==> config.mk <==
export PLATFORM = sky130hd
export DESIGN_NAME = ps2_key_receiver
export DESIGN_NICKNAME = d
export VERILOG_FILES = /design/src/rtl/ps2_key_receiver.sv
export SDC_FILE = /design/constraint.sdc
export NUM_CORES = 1
export LEC_CHECK = 0
export ABC_AREA = 1
export CORE_MARGIN = 4
export CORE_UTILIZATION = 39
export DETAILED_ROUTE_END_ITERATION = 12
export GPL_ROUTABILITY_DRIVEN = 1
export PLACE_DENSITY = 0.65
export SLEW_MARGIN = 30
export SYNTH_ARGS = -nofsm -noshare
export SYNTH_HDL_FRONTEND = slang
export SYNTH_SLANG_ARGS = --single-unit
export TNS_END_PERCENT = 100
==> constraint.sdc <==
create_clock -name CLK_25MHZ -period 2.2 [get_ports CLK_25MHZ]
set_input_delay 0.22 -clock CLK_25MHZ [delete_from_list [all_inputs] [get_ports CLK_25MHZ]]
set_output_delay 0.22 -clock CLK_25MHZ [all_outputs]
set_load 0.01 [all_outputs]
==> src/rtl/ps2_key_receiver.sv <==
// ps2_key_receiver: PS/2 keyboard deframer with set-2 E0/F0 prefix decoding into key events
// Ports: CLK_25MHZ/RESET (sync, active-high); PS2_CLK/PS2_DATA raw async pins;
//   RX_DATA/RX_VALID/RX_ERROR frame byte, good-frame pulse and error pulse;
//   KEY_CODE/KEY_EXTENDED/KEY_RELEASED/KEY_VALID decoded key event and its pulse.
module ps2_key_receiver #(
  parameter int SYNC_STAGES    = 2,
  parameter int FILTER_LEN     = 8,
  parameter int TIMEOUT_CYCLES = 50000
) (
  input  logic       CLK_25MHZ,
  input  logic       RESET,
  input  logic       PS2_CLK,
  input  logic       PS2_DATA,
  output logic [7:0] RX_DATA,
  output logic       RX_VALID,
  output logic       RX_ERROR,
  output logic [7:0] KEY_CODE,
  output logic       KEY_EXTENDED,
  output logic       KEY_RELEASED,
  output logic       KEY_VALID
);
  localparam int FW = $clog2(FILTER_LEN + 1);
  localparam int TW = $clog2(TIMEOUT_CYCLES + 1);
  typedef enum logic [1:0] {IDLE, DATA, PARITY, STOP} state_t;
  state_t state_q, state_d;
  logic [SYNC_STAGES-1:0] clk_sync_q, clk_sync_d, data_sync_q, data_sync_d;
  logic [FW-1:0] filt_cnt_q, filt_cnt_d;
  logic filt_q, filt_d;
  logic [2:0] bit_cnt_q, bit_cnt_d;
  logic [7:0] shift_q, shift_d;
  logic par_ok_q, par_ok_d;
  logic [TW-1:0] tmo_q, tmo_d;
  logic [7:0] rx_data_q, rx_data_d, key_code_q, key_code_d;
  logic rx_valid_q, rx_valid_d, rx_error_q, rx_error_d;
  logic key_ext_q, key_ext_d, key_rel_q, key_rel_d, key_valid_q, key_valid_d;
  logic ext_q, ext_d, rel_q, rel_d;
  logic clk_s, data_s, flip, strobe;
  assign clk_s  = clk_sync_q[SYNC_STAGES-1];
  assign data_s = data_sync_q[SYNC_STAGES-1];
  // flip: the synced clock has disagreed with the filtered one for FILTER_LEN samples in a row
  assign flip   = (clk_s != filt_q) && (filt_cnt_q == FW'(FILTER_LEN - 1));
  assign strobe = flip && !clk_s;
  always_comb begin
    clk_sync_d  = {clk_sync_q[SYNC_STAGES-2:0], PS2_CLK};
    data_sync_d = {data_sync_q[SYNC_STAGES-2:0], PS2_DATA};
    filt_cnt_d  = (clk_s == filt_q || flip) ? '0 : filt_cnt_q + 1'b1;
    filt_d      = flip ? clk_s : filt_q;
    state_d     = state_q;
    bit_cnt_d   = bit_cnt_q;
    shift_d     = shift_q;
    par_ok_d    = par_ok_q;
    tmo_d       = (state_q != IDLE) ? tmo_q + 1'b1 : '0;
    rx_data_d   = rx_data_q;
    rx_valid_d  = 1'b0;
    rx_error_d  = 1'b0;
    if (strobe) begin
      tmo_d = '0;
      case (state_q)
        IDLE: begin
          state_d   = data_s ? IDLE : DATA;
          bit_cnt_d = '0;
        end
        DATA: begin
          shift_d   = {data_s, shift_q[7:1]};
          bit_cnt_d = bit_cnt_q + 3'd1;
          state_d   = (bit_cnt_q == 3'd7) ? PARITY : DATA;
        end
        PARITY: begin
          par_ok_d = ^{shift_q, data_s};
          state_d  = STOP;
        end
        default: begin
          state_d    = IDLE;
          rx_valid_d = data_s && par_ok_q;
          rx_error_d = !(data_s && par_ok_q);
          rx_data_d  = (data_s && par_ok_q) ? shift_q : rx_data_q;
        end
      endcase
    end else if (state_q != IDLE && tmo_q == TW'(TIMEOUT_CYCLES - 1)) begin
      state_d    = IDLE;
      tmo_d      = '0;
      rx_error_d = 1'b1;
    end
    key_code_d  = key_code_q;
    key_ext_d   = key_ext_q;
    key_rel_d   = key_rel_q;
    key_valid_d = 1'b0;
    ext_d       = ext_q;
    rel_d       = rel_q;
    if (rx_error_q) begin
      ext_d = 1'b0;
      rel_d = 1'b0;
    end else if (rx_valid_q) begin
      if (rx_data_q == 8'hE0) ext_d = 1'b1;
      else if (rx_data_q == 8'hF0) rel_d = 1'b1;
      else begin
        key_code_d  = rx_data_q;
        key_ext_d   = ext_q;
        key_rel_d   = rel_q;
        key_valid_d = 1'b1;
        ext_d       = 1'b0;
        rel_d       = 1'b0;
      end
    end
  end
  always_ff @(posedge CLK_25MHZ) begin
    if (RESET) begin
      clk_sync_q  <= '1;
      data_sync_q <= '1;
      filt_cnt_q  <= '0;
      filt_q      <= 1'b1;
      state_q     <= IDLE;
      bit_cnt_q   <= '0;
      shift_q     <= '0;
      par_ok_q    <= 1'b0;
      tmo_q       <= '0;
      rx_data_q   <= '0;
      rx_valid_q  <= 1'b0;
      rx_error_q  <= 1'b0;
      key_code_q  <= '0;
      key_ext_q   <= 1'b0;
      key_rel_q   <= 1'b0;
      key_valid_q <= 1'b0;
      ext_q       <= 1'b0;
      rel_q       <= 1'b0;
    end else begin
      clk_sync_q  <= clk_sync_d;
      data_sync_q <= data_sync_d;
      filt_cnt_q  <= filt_cnt_d;
      filt_q      <= filt_d;
      state_q     <= state_d;
      bit_cnt_q   <= bit_cnt_d;
      shift_q     <= shift_d;
      par_ok_q    <= par_ok_d;
      tmo_q       <= tmo_d;
      rx_data_q   <= rx_data_d;
      rx_valid_q  <= rx_valid_d;
      rx_error_q  <= rx_error_d;
      key_code_q  <= key_code_d;
      key_ext_q   <= key_ext_d;
      key_rel_q   <= key_rel_d;
      key_valid_q <= key_valid_d;
      ext_q       <= ext_d;
      rel_q       <= rel_d;
    end
  end
  assign RX_DATA      = rx_data_q;
  assign RX_VALID     = rx_valid_q;
  assign RX_ERROR     = rx_error_q;
  assign KEY_CODE     = key_code_q;
  assign KEY_EXTENDED = key_ext_q;
  assign KEY_RELEASED = key_rel_q;
  assign KEY_VALID    = key_valid_q;
endmodule
==> results of run 1 <==
cells in the mapped netlist:
library cell and count:
nand2b_1 1, buf_6 1, dfxtp_1 62, clkinv_1 1, buf_4 2, nor2_1 64, xnor2_1 5, mux2i_1 1
nand4_4 1, a21oi_1 35, nand3_1 33, nor3_4 1, or2_2 7, xor2_1 8, clkbuf_1 8, nand3b_4 1
nand3b_1 2, o211ai_1 1, o21ai_0 9, nand2_1 93, nand4_1 2, inv_1 35, nor3_1 4, ha_1 4
stage by stage:
stage,hold slack (ns),power (uW),setup slack (ns)
floorplan,0.3238,1178,0.6594
global placement,0.3944,1192,0.6310
detailed placement,0.3980,1192,0.5556
CTS,0.4108,2058,0.5367
global route,0.4144,2125,0.3826
finish,0.4069,2027,0.5522
logic make-up (layout without fill, tap and decap cells):
group	after synthesis	in the layout	synth area share, %
simple gates	209	209	33.15
buf+inv	47	82	6.977
xor+xnor	13	13	4.150
fa+ha+maj	4	4	1.824
flops	62	62	45.23
compound gates	45	45	8.299
mux	1	1	0.3648
metal layers:
layer  global-route usage [%]  up-vias
li1                         -     1269
met1                    16.68     1043
met2                    21.78       28
met3                    3.527       11
met4                    7.797        0
met5                        0        -
area by class of cell:
| class | instances | area [um2] |
|---|---|---|
| Clock inverter | 4 | 22.52 |
| Sequential cell | 62 | 1241 |
| Clock buffer | 12 | 145.1 |
| Inverter | 36 | 135.1 |
| Timing Repair Buffer | 30 | 285.3 |
| Multi-Input combinational cell | 272 | 1311 |
| Fill cell | 716 | 3571 |
| Tap cell | 96 | 120.1 |
sequential cells by signal, indices dropped and copies added, names as in the netlist, 2 cells and up:
signal       flops
filt_cnt_q       4
tmo_q           16
clk_sync_q       2
KEY_CODE         8
state_q          2
shift_q          8
bit_cnt_q        3
data_sync_q      2
RX_DATA          8
path summary, 6_finish.rpt:
| kind | to | slack, ns | depth (start not counted) |
|---|---|---|---|
| worst max register to register | shift_q[0] | 0.55 | 6 |
| worst max-delay path | shift_q[0] | 0.55 | 6 |
| worst min register to register | data_sync_q[1] | 0.41 | 1 |
| worst min-delay path | data_sync_q[1] | 0.41 | 1 |
critical path: stages, from the launching register on:
cell	delay (ns)
dfxtp_1	0.35
ha_1	0.23
nand3b_4	0.12
nor3_4	0.15
nand2_1	0.29
o21ai_0	0.31
a21oi_1	0.06
power by group through the flow:
stage | clock network, uW | logic [uW] | registers, uW
2_1_floorplan | 0 | 24.5 | 1150
3_3_place_gp | 0 | 36.6 | 1160
3_5_place_dp | 0 | 37.0 | 1160
4_1_cts | 891 | 37.1 | 1130
5_1_grt | 953 | 41.9 | 1130
6_report | 861 | 36.5 | 1130
==> summary.md, run 1 <==
| Metric | Value |
|---|---|
| Outcome | `completed` |
| # rows | `30` |
| Initial Util | `40.16%` |
| Avg Inst Size Synth | `7.202 um2` |
| Final Hold Fails | `0` |
| Unrepaired setup endpoints after global routing | `no` |
| Most frequent cells in the layout | `93 x nand2_1, 64 x nor2_1, 62 x dfxtp_1` |
| DR top layer | `met4` |
| Synth Register Bits | `62` |
| Die area | `8442 um2` |
| Synth area leader | `dfxtp_1` |
| ANT nets after route | `0` |
| Unique masters post-synth | `24` |
| Combinational share of power | `1.8%` |
| TNS Setup | `0 ns` |
| Worst Clk Skew | `0.007641 ns` |
| CTS tree | `built` |
| Synthesis Warnings | `0` |
| PwrDens | `621.8 nW/um2` |
| Min-delay src | `data_sync_q[0]` |
| CP Launch Point | `filt_cnt_q[0]` |
| Met1 WL | `2595 um` |
| First-pass DRT Iterations | `4` |
| Yosys top cell area share | `45.23%` |
| Critical path capture point type | `flop` |
| Clock Sinks | `62` |
| Final instance count without filler cells | `512` |
| Leakage power | `0.001367 uW` |
| Sw Share | `22.30%` |
| DR vias | `2351` |
| Largest net degree at the start of global routing | `28` |
| Ratio of cells with drive above 1 in the final layout | `7.212%` |
| Routed wl met2 | `2354 um` |
| FF-to-FF Start | `filt_cnt_q[0]` |
| Worst Path Required | `2.41 ns` |
| IO Pins | `25` |
| Design area | `3261 um2` |
| Endpoints failing setup | `0` |
| Gate count of the mapped netlist | `381` |
| Die Y-Extent | `91.88 um` |
| Mapped cell area | `2744 um2` |
| Nets | `419` |
| Pint | `1575 uW` |
| Initial antenna violation count | `0` |
| Drt drc | `0` |
| DRT iter0 DRCs | `126` |
| Crit path max fanout | `16` |
| Clk root buf | `clkbuf_8` |
| Dpl cells | `496` |
| Final GP Congestion | `0.8354` |
| Worst-Margin Slew | `0.4299 ns` |
| Final period util | `74.90%` |
| Mapped Nets | `389` |
| H-tree depth | `3` |
| Worst EP arrival | `1.86 ns` |
| Finished Core Util | `47.73%` |
| Vias in the first global route | `2166` |
| Register area share after synthesis | `45.23%` |
| Clock power frac | `42.5%` |
| Startpoint Class | `flop` |
| VDD IR max | `0.3178 mV` |
| IO buf count | `24` |
| Tot GR Track Use | `13.67%` |
| Final Max Slew Viols | `0` |
| Setup Buffers After CTS | `0` |
| First-pass GRT wire length | `9363 um` |
| Synth top area cells | `dfxtp_1 45%, nand2_1 13%, nor2_1 8.8%, a21oi_1 6.4%, nand3_1 6.0%` |
| Minimum clock period after layout | `1.648 ns` |
| Worst Setup Path Type | `flop to flop` |
| Die width | `91.88 um` |
| Seq pwr share | `55.7%` |
| Per-cell routed wire length | `10.20 um` |
| Commonest non-fill, non-tap cell in the layout | `nand2_1` |
| Max clock buf depth | `2` |
| Max_cap viols | `0` |
| Final WL | `5224 um` |
| Clock Pin Slew Worst Setup and Hold Paths | `0.06 ns` |
| NetSw | `452.1 uW` |
| Vias per std cell | `4.592` |
| Post-CTS resize count | `0` |
| Num CTS Buffers | `9` |
| Core ar. | `6832 um2` |
| Layout area overhead | `18.83%` |
| # diodes | `0` |
| Min-Delay Path Class | `flop to flop` |
| Clock Latency Late Sink | `0.34 ns` |
| Placed cell area | `3093 um2` |
| Max-Slew Margin vs Limit | `71.27%` |
| Fmax | `606.9 MHz` |
| Post-DP HPWL | `3793 um` |
| Met3 Routed Length | `168 um` |
| Total gr overflow | `0` |
| Post-CTS Hold Fix Bufs | `0` |
Note: power is estimated with default switching activity, not from simulation.
==> run 2, diff against run 1 <==
==> constraint.sdc (replaced) <==
create_clock -name CLK_25MHZ -period 1.7 [get_ports CLK_25MHZ]
set_input_delay 0.17 -clock CLK_25MHZ [delete_from_list [all_inputs] [get_ports CLK_25MHZ]]
set_output_delay 0.17 -clock CLK_25MHZ [all_outputs]
set_load 0.01 [all_outputs]
==> summary.md, run 2 (same netlist as run 1, synthesis figures left out) <==
| Metric | Value |
|---|---|
| Setup Buffers After CTS | `0` |
| PwrDens | `845.4 nW/um2` |
| Final WL | `5199 um` |
| Clock Latency Late Sink | `0.34 ns` |
| Commonest non-fill, non-tap cell in the layout | `nand2_1` |
| Vias in the first global route | `2090` |
| Layout area overhead | `21.71%` |
| Drt drc | `0` |
| # diodes | `0` |
| Max_cap viols | `0` |
| Cell chain of the critical path | `ha_1 -> nand3b_4 -> nor3_4 -> nand4_4 -> nor2_1 -> nor2_1` |
| Core ar. | `6832 um2` |
| Worst-Margin Slew | `0.3844 ns` |
| IO Pins | `25` |
| Largest net degree at the start of global routing | `29` |
| H-tree depth | `3` |
| Max-Slew Margin vs Limit | `74.17%` |
| Clk root buf | `clkbuf_8` |
| Final period util | `94.35%` |
| Combinational share of power | `1.9%` |
| FF-to-FF Start | `filt_cnt_q[0]` |
| Die width | `91.88 um` |
| Worst Clk Skew | `0.01040 ns` |
| Final Max Slew Viols | `0` |
| CTS tree | `built` |
| Startpoint Class | `flop` |
| Pint | `2238 uW` |
| Most Frequent Cell on Critical Path | `nor2_1` |
| First-pass GRT wire length | `9114 um` |
| Post-CTS Hold Fix Bufs | `0` |
| VDD IR max | `0.4902 mV` |
| Sw Share | `20.74%` |
| Worst path buffer plus inverter count | `0` |
| R2R Path End | `RX_DATA[4]` |
| Design area | `3339 um2` |
| Seq pwr share | `51.8%` |
| Leakage power | `0.001413 uW` |
| R2R setup slack | `0.1 ns` |
| Clock Pin Slew Worst Setup and Hold Paths | `0.07 ns` |
| Levels on crit path | `6` |
| IO buf count | `24` |
| Minimum clock period after layout | `1.604 ns` |
| Clock Sinks | `62` |
| CP max-delay cell | `dfxtp_1` |
| Worst Setup Path Type | `flop to flop` |
| # rows | `30` |
| Worst EP arrival | `1.83 ns` |
| Fmax | `623.5 MHz` |
| Final GP Congestion | `0.7494` |
| Worst Path Required | `1.93 ns` |
| Endpoints failing setup | `0` |
| Min-delay src | `PS2_CLK` |
| Tot GR Track Use | `13.22%` |
| Worst hold endpoint | `clk_sync_q[0]` |
| Initial antenna violation count | `0` |
| NetSw | `585.5 uW` |
| Max clock buf depth | `2` |
| Reg2Reg Depth | `6` |
| Min-Delay Path Class | `primary input to flop` |
| Critical path's top delay family | `simple AND/OR/NAND/NOR gates` |
| Placed cell area | `3126 um2` |
| First-pass DRT Iterations | `4` |
| Crit path max fanout | `17` |
| Final Hold Fails | `0` |
| Max reg flops | `16` |
| Initial Util | `40.16%` |
| Ratio of cells with drive above 1 in the final layout | `8.153%` |
| Most frequent cells in the layout | `92 x nand2_1, 62 x dfxtp_1, 62 x nor2_1` |
| Post-DP HPWL | `3651 um` |
| DRT iter0 DRCs | `155` |
| Unrepaired setup endpoints after global routing | `yes` |
| Nets | `420` |
| ANT nets after route | `0` |
| DR vias | `2337` |
| Total gr overflow | `0` |
| Crit path largest cell delay | `0.35 ns` |
| Die Y-Extent | `91.88 um` |
| Num CTS Buffers | `9` |
| Finished Core Util | `48.88%` |
| Die area | `8442 um2` |
| Vias per std cell | `4.556` |
| Number of cells on the worst hold path | `2` |
| Outcome | `completed` |
| Most flops, register | `tmo_q` |
| Clock power frac | `46.3%` |
| Critical path capture point type | `flop` |
| Per-cell routed wire length | `10.13 um` |
-- run 2: cell types whose count changed in the layout (fill, tap and decap cells not counted) --
cell and delta:
nand2_1 -1, clkbuf_8 +1, buf_12 +2, nor2_1 -2, bufinv_16 +1, clkinv_2 -2, nor2_2 +2, nand2_4 +1
buf_4 -1
-- run 2: how the worst max path moves through the flow --
stage / startpoint / endpoint / slack (ns)
after floorplan: filt_cnt_q[0] / shift_q[7] / 0.16
after global placement: filt_cnt_q[0] / shift_q[5] / 0.04
after detailed placement: filt_cnt_q[0] / shift_q[6] / -0.02
after CTS: filt_cnt_q[0] / shift_q[6] / 0.11
after global routing: tmo_q[0] / tmo_q[10] / -0.04
final: filt_cnt_q[0] / RX_DATA[4] / 0.1
-- run 2: power groups by stage --
stage	Clock, uW	Combinational, uW	Sequential (uW)
2_1_floorplan	0	31.7	1490
3_3_place_gp	0	52.6	1490
3_5_place_dp	0	52.8	1500
4_1_cts	1350	52.9	1460
5_1_grt	1420	59.3	1460
6_report	1310	52.7	1460
-- run 2: per-stage QoR --
stage	power (uW)	instances	TNS (ns)	hold WS, ns	worst slack [ns]
global placement	1548	497	0	0.3912	0.03932
CTS	2869	513	0	0.3820	0.1076
detailed placement	1548	497	-0.05485	0.3954	-0.02024
floorplan	1524	381	0	0.2738	0.1594
finish	2823	513	0	0.3903	0.09606
global route	2938	513	-0.07362	0.3976	-0.03558
-- run 2: final cells by class --
type / count / area (um2)
Timing Repair Buffer: 31 / 317.8
Tap cell: 96 / 120.1
Fill cell: 701 / 3492
Multi-Input combinational cell: 272 / 1324
Sequential cell: 62 / 1241
Inverter: 36 / 135.1
Clock buffer: 13 / 158.9
Clock inverter: 3 / 42.54
-- run 2: per-layer routing --
layer | GRT usage, % | vias up | part of all wire, %
met5 | 0 | - | 0
met4 | 7.302 | 0 | 1.8
met3 | 3.527 | 7 | 4.1
met2 | 21.05 | 38 | 46
met1 | 16.17 | 1024 | 48
li1 | - | 1268 | -
-- run 2: repair_timing --
action	in CTS	in global routing
resized for setup	1	3
setup endpoints to repair	9	5
pin swaps	0	0
-- run 2: worst register-to-register path: cells and delay by family (launching register included) --
kind          cells  cell delay, ns
simple gates      5            0.90
flops             1            0.35
fa+ha+maj         1            0.24
